===== src/rtl/mul128_sched_pkg.sv =====
// Shared types and sizing helpers for the mul128_sched multiplier scheduler.
// Tag width is fixed at the 16-requester maximum so the tag struct stays parameter-free.
package mul128_sched_pkg;

  localparam int W_DEFAULT = 128;
  localparam int TAG_IDW   = 4;

  function automatic int prod_w(input int w);
    return 2 * w;
  endfunction

  function automatic int id_w(input int n);
    return (n > 1) ? $clog2(n) : 1;
  endfunction

  typedef struct packed {
    logic               valid;
    logic [TAG_IDW-1:0] id;
  } tag_t;

endpackage


===== src/rtl/mul128_sched_if.sv =====
// Requester, multiplier and result bundle for mul128_sched.
// master = requesters plus multiplier model, slave = the scheduler.
interface mul128_sched_if
  import mul128_sched_pkg::*;
#(
  parameter int W    = W_DEFAULT,
  parameter int NREQ = 4,
  parameter int IDW  = id_w(NREQ)
);

  logic [NREQ-1:0]      req_valid;
  logic [NREQ-1:0]      req_ready;
  logic [NREQ*W-1:0]    req_a;
  logic [NREQ*W-1:0]    req_b;
  logic [W-1:0]         mul_a;
  logic [W-1:0]         mul_b;
  logic [prod_w(W)-1:0] mul_s;
  logic                 res_valid;
  logic [IDW-1:0]       res_id;
  logic [prod_w(W)-1:0] res_data;
  logic                 busy;

  modport master (
    output req_valid, req_a, req_b, mul_s,
    input  req_ready, mul_a, mul_b, res_valid, res_id, res_data, busy
  );

  modport slave (
    input  req_valid, req_a, req_b, mul_s,
    output req_ready, mul_a, mul_b, res_valid, res_id, res_data, busy
  );

endinterface


===== src/rtl/mul128_sched_rr_arbiter.sv =====
// Round-robin one-hot arbiter: searches from (ptr+1) mod NREQ for the first set request.
module mul128_sched_rr_arbiter #(
  parameter int NREQ = 4,
  parameter int IDW  = 2
) (
  input  logic [NREQ-1:0] req,
  input  logic [IDW-1:0]  ptr,
  output logic [NREQ-1:0] grant,
  output logic [IDW-1:0]  grant_id,
  output logic            grant_any
);

  logic [IDW-1:0] idx;

  always_comb begin
    grant     = '0;
    grant_id  = '0;
    grant_any = 1'b0;
    idx       = '0;
    for (int k = 1; k <= NREQ; k++) begin
      idx = IDW'((int'(ptr) + k) % NREQ);
      if (!grant_any && req[idx]) begin
        grant[idx] = 1'b1;
        grant_id   = idx;
        grant_any  = 1'b1;
      end
    end
  end

endmodule


===== src/rtl/mul128_sched.sv =====
// Round-robin scheduler sharing one fixed-latency pipelined multiplier among NREQ requesters.
// Optional MUL128_SCHED_STATS_EN adds saturating stat_issued / stat_stall counters.
module mul128_sched
  import mul128_sched_pkg::*;
#(
  parameter int W       = W_DEFAULT,
  parameter int NREQ    = 4,
  parameter int IDW     = id_w(NREQ),
  parameter int MUL_LAT = 4,
  parameter int MAX_OUT = 3
) (
  input  logic          clk,
  input  logic          rst,
  mul128_sched_if.slave bus
`ifdef MUL128_SCHED_STATS_EN
  ,
  output logic [31:0]   stat_issued,
  output logic [31:0]   stat_stall
`endif
);

  localparam int CW = 4;

  tag_t            tag_p [MUL_LAT];
  logic [CW-1:0]   credit [NREQ];
  logic [CW-1:0]   credit_nxt [NREQ];
  logic [NREQ-1:0] eligible;
  logic [NREQ-1:0] retire;
  logic [NREQ-1:0] grant;
  logic [NREQ-1:0] issue;
  logic [IDW-1:0]  grant_id;
  logic [IDW-1:0]  ptr;
  logic            grant_any;
  logic            xfer;
  logic            ret_vld;
  logic            busy_nxt;
  logic [W-1:0]    sel_a;
  logic [W-1:0]    sel_b;

  assign ret_vld = tag_p[MUL_LAT-1].valid;

  // A requester at its credit limit is eligible again in the cycle its oldest result retires.
  always_comb begin
    eligible = '0;
    retire   = '0;
    for (int i = 0; i < NREQ; i++) begin
      retire[i]   = ret_vld && (tag_p[MUL_LAT-1].id == TAG_IDW'(i));
      eligible[i] = bus.req_valid[i] && ((credit[i] < CW'(MAX_OUT)) || retire[i]);
    end
  end

  mul128_sched_rr_arbiter #(
    .NREQ (NREQ),
    .IDW  (IDW)
  ) u_arb (
    .req       (eligible),
    .ptr       (ptr),
    .grant     (grant),
    .grant_id  (grant_id),
    .grant_any (grant_any)
  );

  assign bus.req_ready = rst ? '0 : grant;
  assign issue         = bus.req_valid & bus.req_ready;
  assign xfer          = |issue;

  always_comb begin
    sel_a = '0;
    sel_b = '0;
    for (int i = 0; i < NREQ; i++) begin
      if (grant[i]) begin
        sel_a = bus.req_a[i*W +: W];
        sel_b = bus.req_b[i*W +: W];
      end
    end
  end

  always_comb begin
    busy_nxt = xfer;
    for (int k = 0; k < MUL_LAT; k++) begin
      busy_nxt = busy_nxt | tag_p[k].valid;
    end
    for (int i = 0; i < NREQ; i++) begin
      credit_nxt[i] = credit[i];
      if (issue[i] && !retire[i]) begin
        credit_nxt[i] = credit[i] + CW'(1);
      end else if (!issue[i] && retire[i]) begin
        credit_nxt[i] = credit[i] - CW'(1);
      end
      busy_nxt = busy_nxt | (credit_nxt[i] != '0);
    end
  end

  // Stage p0: operand register and tag entry; tags shift MUL_LAT stages to the result register.
  always_ff @(posedge clk or posedge rst) begin
    if (rst) begin
      ptr           <= IDW'(NREQ - 1);
      bus.mul_a     <= '0;
      bus.mul_b     <= '0;
      bus.busy      <= 1'b0;
      bus.res_valid <= 1'b0;
      bus.res_id    <= '0;
      bus.res_data  <= '0;
      for (int k = 0; k < MUL_LAT; k++) begin
        tag_p[k] <= '0;
      end
      for (int i = 0; i < NREQ; i++) begin
        credit[i] <= '0;
      end
    end else begin
      if (xfer) begin
        ptr       <= grant_id;
        bus.mul_a <= sel_a;
        bus.mul_b <= sel_b;
      end
      tag_p[0] <= '{valid: xfer, id: TAG_IDW'(grant_id)};
      for (int k = 1; k < MUL_LAT; k++) begin
        tag_p[k] <= tag_p[k-1];
      end
      for (int i = 0; i < NREQ; i++) begin
        credit[i] <= credit_nxt[i];
      end
      bus.busy      <= busy_nxt;
      bus.res_valid <= ret_vld;
      if (ret_vld) begin
        bus.res_id   <= tag_p[MUL_LAT-1].id[IDW-1:0];
        bus.res_data <= bus.mul_s;
      end
    end
  end

`ifdef MUL128_SCHED_STATS_EN
  // Stall means someone is asking but every asker is held off by its credit limit.
  always_ff @(posedge clk or posedge rst) begin
    if (rst) begin
      stat_issued <= '0;
      stat_stall  <= '0;
    end else begin
      if (xfer && (stat_issued != '1)) begin
        stat_issued <= stat_issued + 32'd1;
      end
      if ((|bus.req_valid) && !grant_any && (stat_stall != '1)) begin
        stat_stall <= stat_stall + 32'd1;
      end
    end
  end
`endif

endmodule


===== src/flat_wrapper.sv =====
// flat-port wrapper written by rule: the top's interface ports become plain ports
module mul128_sched_flat import mul128_sched_pkg::*;
#(
  parameter int W       = W_DEFAULT,
  parameter int NREQ    = 4,
  parameter int IDW     = id_w(NREQ),
  parameter int MUL_LAT = 4,
  parameter int MAX_OUT = 3
)
  (clk, rst, bus_req_valid, bus_req_a, bus_req_b, bus_mul_s, bus_req_ready, bus_mul_a, bus_mul_b, bus_res_valid, bus_res_id, bus_res_data, bus_busy);
  mul128_sched_if #(.W(W), .NREQ(NREQ), .IDW(IDW)) bus_i ();
  input  logic clk;
  input  logic rst;
  input wire logic [$bits(bus_i.req_valid)-1:0] bus_req_valid;
  input wire logic [$bits(bus_i.req_a)-1:0] bus_req_a;
  input wire logic [$bits(bus_i.req_b)-1:0] bus_req_b;
  input wire logic [$bits(bus_i.mul_s)-1:0] bus_mul_s;
  output wire logic [$bits(bus_i.req_ready)-1:0] bus_req_ready;
  output wire logic [$bits(bus_i.mul_a)-1:0] bus_mul_a;
  output wire logic [$bits(bus_i.mul_b)-1:0] bus_mul_b;
  output wire logic [$bits(bus_i.res_valid)-1:0] bus_res_valid;
  output wire logic [$bits(bus_i.res_id)-1:0] bus_res_id;
  output wire logic [$bits(bus_i.res_data)-1:0] bus_res_data;
  output wire logic [$bits(bus_i.busy)-1:0] bus_busy;
  assign bus_i.req_valid = bus_req_valid;
  assign bus_i.req_a = bus_req_a;
  assign bus_i.req_b = bus_req_b;
  assign bus_i.mul_s = bus_mul_s;
  assign bus_req_ready = bus_i.req_ready;
  assign bus_mul_a = bus_i.mul_a;
  assign bus_mul_b = bus_i.mul_b;
  assign bus_res_valid = bus_i.res_valid;
  assign bus_res_id = bus_i.res_id;
  assign bus_res_data = bus_i.res_data;
  assign bus_busy = bus_i.busy;
  mul128_sched #(.W(W), .NREQ(NREQ), .IDW(IDW), .MUL_LAT(MUL_LAT), .MAX_OUT(MAX_OUT)) u_core (.clk(clk), .rst(rst), .bus(bus_i));
endmodule

===== config.mk =====
export PLATFORM = sky130hd
export DESIGN_NAME = mul128_sched_flat
export DESIGN_NICKNAME = d
export VERILOG_FILES = /design/src/rtl/mul128_sched_pkg.sv /design/src/rtl/mul128_sched_if.sv /design/src/rtl/mul128_sched_rr_arbiter.sv /design/src/rtl/mul128_sched.sv /design/src/flat_wrapper.sv
export SDC_FILE = /design/constraint.sdc
export NUM_CORES = 1
export LEC_CHECK = 0
export CAP_MARGIN = 40
export CORE_AREA = 3 3 700 702
export DETAILED_ROUTE_END_ITERATION = 6
export DIE_AREA = 0 0 703 705
export PLACE_DENSITY = 0.3
export SYNTH_ARGS = -nofsm -noshare
export SYNTH_HDL_FRONTEND = slang
export SYNTH_SLANG_ARGS = --single-unit

===== constraint.sdc =====
create_clock -name clk -period 16.54 [get_ports clk]
set_input_delay 2.481 -clock clk [delete_from_list [all_inputs] [get_ports clk]]
set_output_delay 2.481 -clock clk [all_outputs]
set_load 0.02 [all_outputs]

### After elaboration in Yosys (flattened, before gate mapping)

Index checks and enable logic that the tools add are counted.
Widths: inputs -> output; s select.

| word-level totals | value |
|---|---|
| bits in registers | 546 |
| input bits | 1,286 |
| output and inout port bits | 520 |
| logic and storage cells | 146 |

| cells by class | value |
|---|---|
| $add $sub $neg | 12 |
| $lt $le $gt $ge | 12 |
| eq/ne operators | 3 |
| multiplexer cells | 44 |
| bitwise gates (word level) | 12 |
| reductions and logical operators | 44 |

Operators by type and width:

| kind | count |
|---|---|
| $mux 128 | 8 |
| $mux 4 | 13 |
| $logic_and 1x1->1 | 23 |
| $add 4x1->4 const B | 4 |
| $lt 4x2->1 const B | 4 |
| $reduce_bool 4->1 | 4 |
| $sub 4x1->4 const B | 4 |
| $lt 2x3->1 const B | 4 |
| $or 4x4->4 | 3 |
| $logic_not 1->1 | 11 |
| $mux 1 | 11 |
| $bmux 1 s2 | 4 |
| $demux 1 s2 | 4 |
| $ge 2x1->1 const B | 4 |
| $mux 2 | 4 |
| $or 1x1->1 | 8 |
| $add 2x1->2 const B | 2 |
| $add 2x2->2 const B | 2 |
| $and 4x4->4 | 1 |
| $eq 2x2->1 const B | 2 |
| $logic_not 4->1 | 1 |
| $logic_or 1x1->1 | 4 |
| $reduce_or 4->1 | 1 |
| $eq 2x1->1 const B | 1 |

### Depth between registers and ports, before layout

Gate-level depths: netlist of the first run.

| logic depth | value |
|---|---|
| depth after elaboration | 27 |
| mapped depth | 16 |

### Modules after synthesis

A second synthesis of the first run with hierarchy kept.

| unflattened totals | value |
|---|---|
| cell total of the unflattened synthesis | 2,783 |
| area, all modules | 27,584.0 um^2 |

Modules (own cells, without submodules):

| module | instances | cells an instance | area an instance (um^2) | seq. area each (um^2) |
|---|---|---|---|---|
| mul128_sched | 1 | 2,715 | 27,058.5 | 13,665.6 |
| mul128_sched_rr_arbiter | 1 | 68 | 525.5 | 0.0 |

### Worst setup path before layout of the first run

No wires, ideal clock.

| timing path | value |
|---|---|
| path kind | input-to-output |
| from | input rst |
| to | output bus_req_ready[1] |
| arrival time | 14.935 ns |
| path slack | -0.876 ns |
| cell stages on the path | 2 |
| cell sequence | inv_1 -> and2_1 |

| on the way | value |
|---|---|
| cells in the longest elaborated chain, start to end | 1 |

Ends and longest elaborated chain:

| element | line | source |
|---|---|---|
| from (decl) | flat_wrapper.sv:13 | `input logic rst;` |
| $mux 4 | mul128_sched.sv:63 | `assign bus.req_ready = rst ? '0 : grant;` |
| to (decl) | flat_wrapper.sv:18 | `output wire logic [$bits(bus_i.req_ready)-1:0] bus_req_ready;` |

Every way passes these cells.

### Final worst setup path of the first run

| timing path | value |
|---|---|
| from | input bus_req_valid[2] |
| to | output bus_req_ready[1] |

| on the way | value |
|---|---|
| cells in the longest elaborated chain, start to end | 14 |
| elaborated cells on any way between the ends | 26 |

Ends and longest elaborated chain:

| element | line | source |
|---|---|---|
| from (decl) | flat_wrapper.sv:14 | `input wire logic [$bits(bus_i.req_valid)-1:0] bus_req_valid;` |
| $logic_and 1x1->1 (*) | mul128_sched.sv:48 | `eligible[i] = bus.req_valid[i] && ((credit[i] < CW'(MAX_OUT)) \|\| retire[i]);` |
| $bmux 1 s2 | mul128_sched_rr_arbiter.sv:22 | `if (!grant_any && req[idx]) begin` |
| $mux 1 (not written as such) | mul128_sched_rr_arbiter.sv:22 |  |
| $mux 1 | mul128_sched_rr_arbiter.sv:22 |  |
| $logic_not 1->1 | mul128_sched_rr_arbiter.sv:22 |  |
| $logic_and 1x1->1 | mul128_sched_rr_arbiter.sv:22 |  |
| $mux 1 | mul128_sched_rr_arbiter.sv:22 |  |
| $logic_not 1->1 | mul128_sched_rr_arbiter.sv:22 |  |
| $logic_and 1x1->1 | mul128_sched_rr_arbiter.sv:22 |  |
| $mux 1 | mul128_sched_rr_arbiter.sv:22 |  |
| $logic_not 1->1 | mul128_sched_rr_arbiter.sv:22 |  |
| $logic_and 1x1->1 | mul128_sched_rr_arbiter.sv:22 |  |
| $mux 4 (*) | mul128_sched_rr_arbiter.sv:22 |  |
| $mux 4 (*) | mul128_sched.sv:63 |  |

Every way passes the cells marked *; elsewhere a longest branch is shown, timed or not. The select of a mux whose other input is x is not followed.

==> results of run 1 <==
worst reg2reg max path, cell delays in order, from the launching register on:
cell,delay (ns)
dfrtp_4,0.87
nor3b_4,0.55
o21ai_2,0.21
mux4_2,0.66
nand2b_1,0.21
nand3_2,0.15
a22o_4,0.60
buf_4,0.75
buf_4,0.68
buf_4,0.69
a221oi_1,0.17
nor3_1,0.43
buf_4,0.24
a21oi_1,0.04
o21ai_0,0.17
report_power, final:
group	internal, W	switching, W	total [W]
clock	0.00129	0.000845	0.00213
sequential	0.00200	0.000500	0.00250
combinational	0.00322	0.00642	0.00965
total	0.00651	0.00777	0.0143
logic make-up (layout without fill, tap and decap cells):
| family | count (synthesis) | after routing |
|---|---|---|
| compound gates | 832 | 832 |
| xor+xnor | 13 | 13 |
| fa+ha+maj | 16 | 16 |
| buf+inv | 277 | 2087 |
| flops | 546 | 546 |
| mux | 267 | 267 |
| other cells | 0 | 140 |
| simple gates | 851 | 851 |
synth_stat cells, drive strengths merged, types with 15 or more instances:
library cell	number	area share [%]
a21oi	264	4.9
a221oi	258	8.3
buf	55	1.1
clkbuf	205	2.8
dfrtp	544	50
ha	15	0.69
inv	17	0.24
mux2	260	11
nand2	272	3.8
nand3	16	0.31
nor2	264	3.7
nor3	268	4.9
o21ai	269	5.0
layer usage:
metal | part of all wire, % | global-route usage, %
met5 | 0.36 | 0
met4 | 3.9 | 4.81
met3 | 12 | 8.17
met2 | 47 | 25.9
met1 | 37 | 16.8
registers in the layout (all words and copies together) (netlist names):
| register | count |
|---|---|
| u_core.bus.res_data | 256 |
| u_core.bus.res_id | 2 |
| u_core.bus.res_valid | 1 |
| u_core.ptr | 2 |
| u_core.bus.mul_b | 128 |
| u_core.ret_vld | 1 |
| u_core.credit | 16 |
| u_core.bus.mul_a | 128 |
| u_core.bus.busy | 1 |
| u_core.tag_p | 11 |
how the worst max path moves through the flow:
stage	cells after the start	startpoint	endpoint
floorplan	2	rst	bus_req_ready[1]
global route	8	bus_req_valid[2]	bus_req_ready[1]
global placement	8	bus_req_valid[2]	bus_req_ready[1]
detailed placement	8	bus_req_valid[2]	bus_req_ready[1]
CTS	8	bus_req_valid[2]	bus_req_ready[1]
finish	8	bus_req_valid[2]	bus_req_ready[1]
cell type report:
class                   count  area (µm²)  area share [%]
inverters                  17        70.1           0.123
clock inverters            36         494           0.867
multi-input cells        1979       12400            21.7
well taps                6450        8070            14.2
repair buffers           1904       19300            33.8
flip-flops and latches    546       13700            24.0
diodes                    140         350           0.614
clock buffers             130        2690            4.71
stage by stage:
stage / hold WS, ns / setup WS, ns / total power (W) / cells / utilization (%)
floorplan: 0.331 / 2.60 / 0.00676 / 2802 / -
global placement: 0.332 / 7.92 / 0.0122 / 10900 / 10.9
detailed placement: 0.335 / 7.91 / 0.0124 / 10900 / 11.0
CTS: 0.340 / 7.90 / 0.0147 / 11100 / 11.7
global route: 0.347 / 7.88 / 0.0152 / 11100 / 11.7
finish: 0.340 / 8.14 / 0.0143 / 11200 / 11.8
==> flow_summary.json, run 1 <==
{
  "status": "finished clean",
  "design_area_um2": 57000,
  "setup-tns-final_ns": 0,
  "routed_via_density": 2.95,
  "power.density_nw_per_um2": 250,
  "cap_violations": 0,
  "path_clk_slew_ns": 0.05,
  "p_leak_nw": 20.1,
  "synth-simple-area-share_pct": 13.5,
  "firstDrtPassIters": 6,
  "grt_max_degree": 161,
  "layout_commonest_cell": "clkdlybuf4s50_1",
  "syn_area_um2": 27100,
  "wl_um": 399000,
  "rows": 256,
  "hold_violations": 0,
  "postCtsSetupBuffers": 0,
  "synth_nets": 4103,
  "crit_chain": "clkdlybuf4s50_1 -> o21ai_2 -> mux4_2 -> nand2b_1 -> nand3_1 -> a22o_4 -> and2_1 -> clkdlybuf4s50_1",
  "dieArea_um2": 496000,
  "synth-edff-count": 0,
  "port_buffers": 1805,
  "root_buffer": "clkbuf_16",
  "rsz0062_at_grt": "no",
  "track_usage_pct": 15.5,
  "crit-reg2reg-launch": "u_core.ret_vld",
  "cp_num_buf_inv": 2,
  "ant_nets": 0,
  "core_area_um2": 485000,
  "synth-seq-area-share_pct": 50.4,
  "min_path_type": "reg2reg",
  "final_cell_mix": "clkdlybuf4s50_1 (1803), dfrtp_1 (543), nand2_1 (271)",
  "overflow": 0,
  "min_period_ns": 8.40,
  "start_kind": "input pin",
  "routedWlPerCell_um": 35.6,
  "maxSlewHeadroom_pct": 25.5,
  "end_kind": "primary output",
  "cts_buffer_depth": 4,
  "drive_gt1_share_pct": 11.9,
  "crit_type": "in2out",
  "cts_buffers": 93,
  "htree_levels": 3,
  "finalSetupViolCount": 0,
  "place_area_um2": 53500,
  "post-dp-hpwl_um": 353000,
  "drcViolationCount": 0,
  "grt_pass1_vias": 32900,
  "antenna_found_initial": 365,
  "cp_max_fo": 17,
  "cp.arrival_ns": 5.92,
  "yosys_warnings": 0,
  "fin_skew_ns": 0.0664,
  "synthMuxAreaShare_pct": 11.2,
  "hold_depth": 0,
  "vias": 33000,
  "tightest_slew_ns": 1.12,
  "avgSynthCellArea_um2": 9.68,
  "cts.sinks": 546,
  "cp.required_ns": 14.06,
  "cts_hold_buf": 0,
  "synth-main-ff-cell": "dfrtp_1",
  "cpPeakStageDelay_ns": 0.70,
  "clk_latency_ns": 0.82,
  "ys_ff_latch": 546,
  "cp_top_family": "buffers and inverters",
  "ctsResizeCount": 0,
  "reg2reg_slack_ns": 10.02,
  "hold_end": "u_core.tag_p[1]",
  "nNetsFinal": 5842,
  "syn2layout_area_growth_pct": 110,
  "finalCritPeriodShare_pct": 50.8,
  "cpMostUsedCell": "clkdlybuf4s50_1",
  "synth-compound-area-share_pct": 19.5,
  "drt_iter0_markers": 2072,
  "hp-start": "u_core.tag_p[6]",
  "fillCellCount": 55500,
  "dieWidth_um": 703,
  "slew_viol_final": 0,
  "cts_tree": "built",
  "io_pins": 1806,
  "synth_top_family_by_area": "compound AO/OA/AOI/OAI gates",
  "initial_utilization_pct": 5.59,
  "gp_congestion": 0.911,
  "rr_endpoint": "u_core.bus.mul_a[36]",
  "r2r_cells": 14,
  "irDropWorstVdd_v": 0.000191,
  "yosys.area_share.xor_xnor_pct": 0.420,
  "max_freq_mhz": 119,
  "grt_first_pass_wirelength_um": 477000,
  "synthAdderAreaFrac_pct": 0.729,
  "synthArstFlopShare_pct": 100,
  "netlist_instances": 2802,
  "die_y_um": 705,
  "yosysUniqueCellTypes": 66,
  "slowest_stage": "clkdlybuf4s50_1"
}
No activity file was read; power rests on OpenSTA's default activity.
==> inputs of run 2 (changes only) <==
Settings changed: CORE_AREA 3 3 700 702 to 3 3 702 704, DIE_AREA 0 0 703 705 to 0 0 705 707.
Clock period 16.54 ns to 8 ns, I/O delays scaled along.
==> flow_summary.json, run 2 (same netlist as run 1, synthesis figures left out) <==
{
  "min_path_type": "reg2reg",
  "slowest_stage": "dfrtp_4",
  "routedWlPerCell_um": 37.9,
  "power_w": 0.0286,
  "track_usage_pct": 16.4,
  "core_area_um2": 487000,
  "finalSetupViolCount": 0,
  "grt_first_pass_wirelength_um": 503000,
  "routed_via_density": 3.02,
  "cts_buffer_depth": 4,
  "end_kind": "register",
  "grt_pass1_vias": 33100,
  "slew_viol_final": 0,
  "max_freq_mhz": 163,
  "layout.cells.non_filler": 11200,
  "wl_um": 424000,
  "path_clk_slew_ns": 0.06,
  "largest_register_ffs": 256,
  "clk_latency_ns": 0.85,
  "cts.sinks": 546,
  "start_kind": "register",
  "grt_max_degree": 141,
  "firstDrtPassIters": 5,
  "largest_register": "u_core.bus.res_data",
  "min_period_ns": 6.14,
  "cts_hold_buf": 0,
  "port_buffers": 1805,
  "cap_violations": 0,
  "drcViolationCount": 0,
  "vias": 33800,
  "cp_top_family": "compound AO/OA/AOI/OAI gates",
  "cp_num_buf_inv": 2,
  "gp_congestion": 0.937,
  "fillCellCount": 55600,
  "finalCritPeriodShare_pct": 76.8,
  "die_y_um": 707,
  "ant_nets": 0,
  "power.density_nw_per_um2": 505,
  "layout_commonest_cell": "clkdlybuf4s50_1",
  "final_cell_mix": "clkdlybuf4s50_1 (1804), dfrtp_1 (543), nand2_1 (271)",
  "grtUsageMet3_pct": 8.47,
  "initial_utilization_pct": 5.57,
  "rows": 256,
  "drt_iter0_markers": 2423,
  "postCtsSetupBuffers": 0,
  "nNetsFinal": 5839,
  "globalRouteMet2Util_pct": 27.9,
  "rsz0062_at_grt": "no",
  "syn2layout_area_growth_pct": 109,
  "irDropWorstVdd_v": 0.000403,
  "dieWidth_um": 705,
  "drive_gt1_share_pct": 11.5,
  "grt_use_met1_pct": 17.7,
  "cts_buffers": 91,
  "htree_levels": 3,
  "root_buffer": "clkbuf_16",
  "status": "finished clean",
  "overflow": 0,
  "crit_chain": "nor3b_4 -> o21ai_2 -> mux4_2 -> o21ai_0 -> o22ai_1 -> a222oi_1 -> buf_4 -> buf_12 -> a221oi_1 -> nor3_1 -> a21oi_1 -> o21ai_1",
  "cpPeakStageDelay_ns": 0.89,
  "cp.required_ns": 8.72,
  "crit_type": "reg2reg",
  "maxSlewHeadroom_pct": 15.9,
  "cts_tree": "built",
  "antenna_found_initial": 441,
  "fin_skew_ns": 0.0949,
  "hold_violations": 0,
  "busiest_layer": "met2",
  "tightest_slew_ns": 1.26,
  "post-dp-hpwl_um": 377000,
  "dp_cells": 10900,
  "cp_max_fo": 124,
  "io_pins": 1806,
  "cp.arrival_ns": 6.86,
  "dieArea_um2": 498000,
  "ctsResizeCount": 0,
  "reg_top3": "u_core.bus.res_data: 256 flops, u_core.bus.mul_a: 128 flops, u_core.bus.mul_b: 128 flops",
  "p_leak_nw": 19.9
}
==> run 2: cell count changes in the layout (fill, tap and decap cells not counted), moves of 6 or more <==
cell / previous run / this run
buf_4: 66 / 58
buf_2: 2 / 9
clkbuf_8: 20 / 14
buf_16: 18 / 7
buf_12: 5 / 16
nor3_1: 262 / 268
nor3_2: 6 / 0
==> run 2: path summary, 6_finish.rpt <==
kind / start / endpoint / slack [ns] / cells after the start
worst max-delay path: u_core.ret_vld / u_core.bus.mul_b[73] / 1.86 / 12
worst min-delay path: u_core.tag_p[6] / u_core.tag_p[1] / 0.34 / 0
worst max register to register: u_core.ret_vld / u_core.bus.mul_b[73] / 1.86 / 12
worst min register to register: u_core.tag_p[6] / u_core.tag_p[1] / 0.34 / 0
max in group asynchronous: rst / u_core.bus.mul_a[32] / 3.80 / 7
min in group asynchronous: rst / u_core.credit[8] / 0.93 / 2
==> run 2: final cells by class <==
| class | instances | area, µm² | share of cell area (%) |
|---|---|---|---|
| timing repair buffer | 1903 | 19200 | 33.9 |
| sequential | 546 | 13700 | 24.1 |
| multi-input combinational | 1979 | 12400 | 21.8 |
| tap | 6450 | 8070 | 14.2 |
| clock buffer | 123 | 2580 | 4.55 |
| clock inverter | 36 | 387 | 0.682 |
| antenna | 143 | 358 | 0.631 |
| inverter | 17 | 70.1 | 0.124 |
==> run 2: per-layer routing <==
layer | up-vias | share of wire, %
li1 | 14000 | -
met1 | 16500 | 37
met2 | 2248 | 48
met3 | 920 | 12
met4 | 232 | 3.3
met5 | - | 0.37
==> run 2: through the flow <==
step | area, µm² | hold slack [ns] | TNS, ns | utilization [%] | setup WS [ns]
global placement | 52900 | 0.331 | 0 | 10.9 | 1.49
finish | 56700 | 0.344 | 0 | 11.6 | 1.86
global route | 56400 | 0.354 | 0 | 11.6 | 1.61
detailed placement | 53300 | 0.336 | 0 | 11.0 | 1.50
floorplan | 27200 | 0.331 | -1369.62 | - | -3.93
CTS | 56300 | 0.348 | 0 | 11.6 | 1.75
==> run 2: worst register-to-register path, delay by kind of cell, from the launching register on <==
| family | cells | cell delay, ns |
|---|---|---|
| AOI/OAI and AO/OA | 7 | 2.36 |
| DFF | 1 | 0.89 |
| buffers and inverters | 2 | 0.87 |
| and+or+nand+nor | 2 | 1.30 |
| muxes | 1 | 0.64 |
==> run 2: power breakdown <==
part           leakage [nW]  internal [W]  switching [W]  total [W]
clock network          1.45       0.00244        0.00175    0.00419
registers              6.69       0.00414       0.000946    0.00508
logic                  11.8       0.00664         0.0127     0.0194
total                  19.9        0.0132         0.0154     0.0286
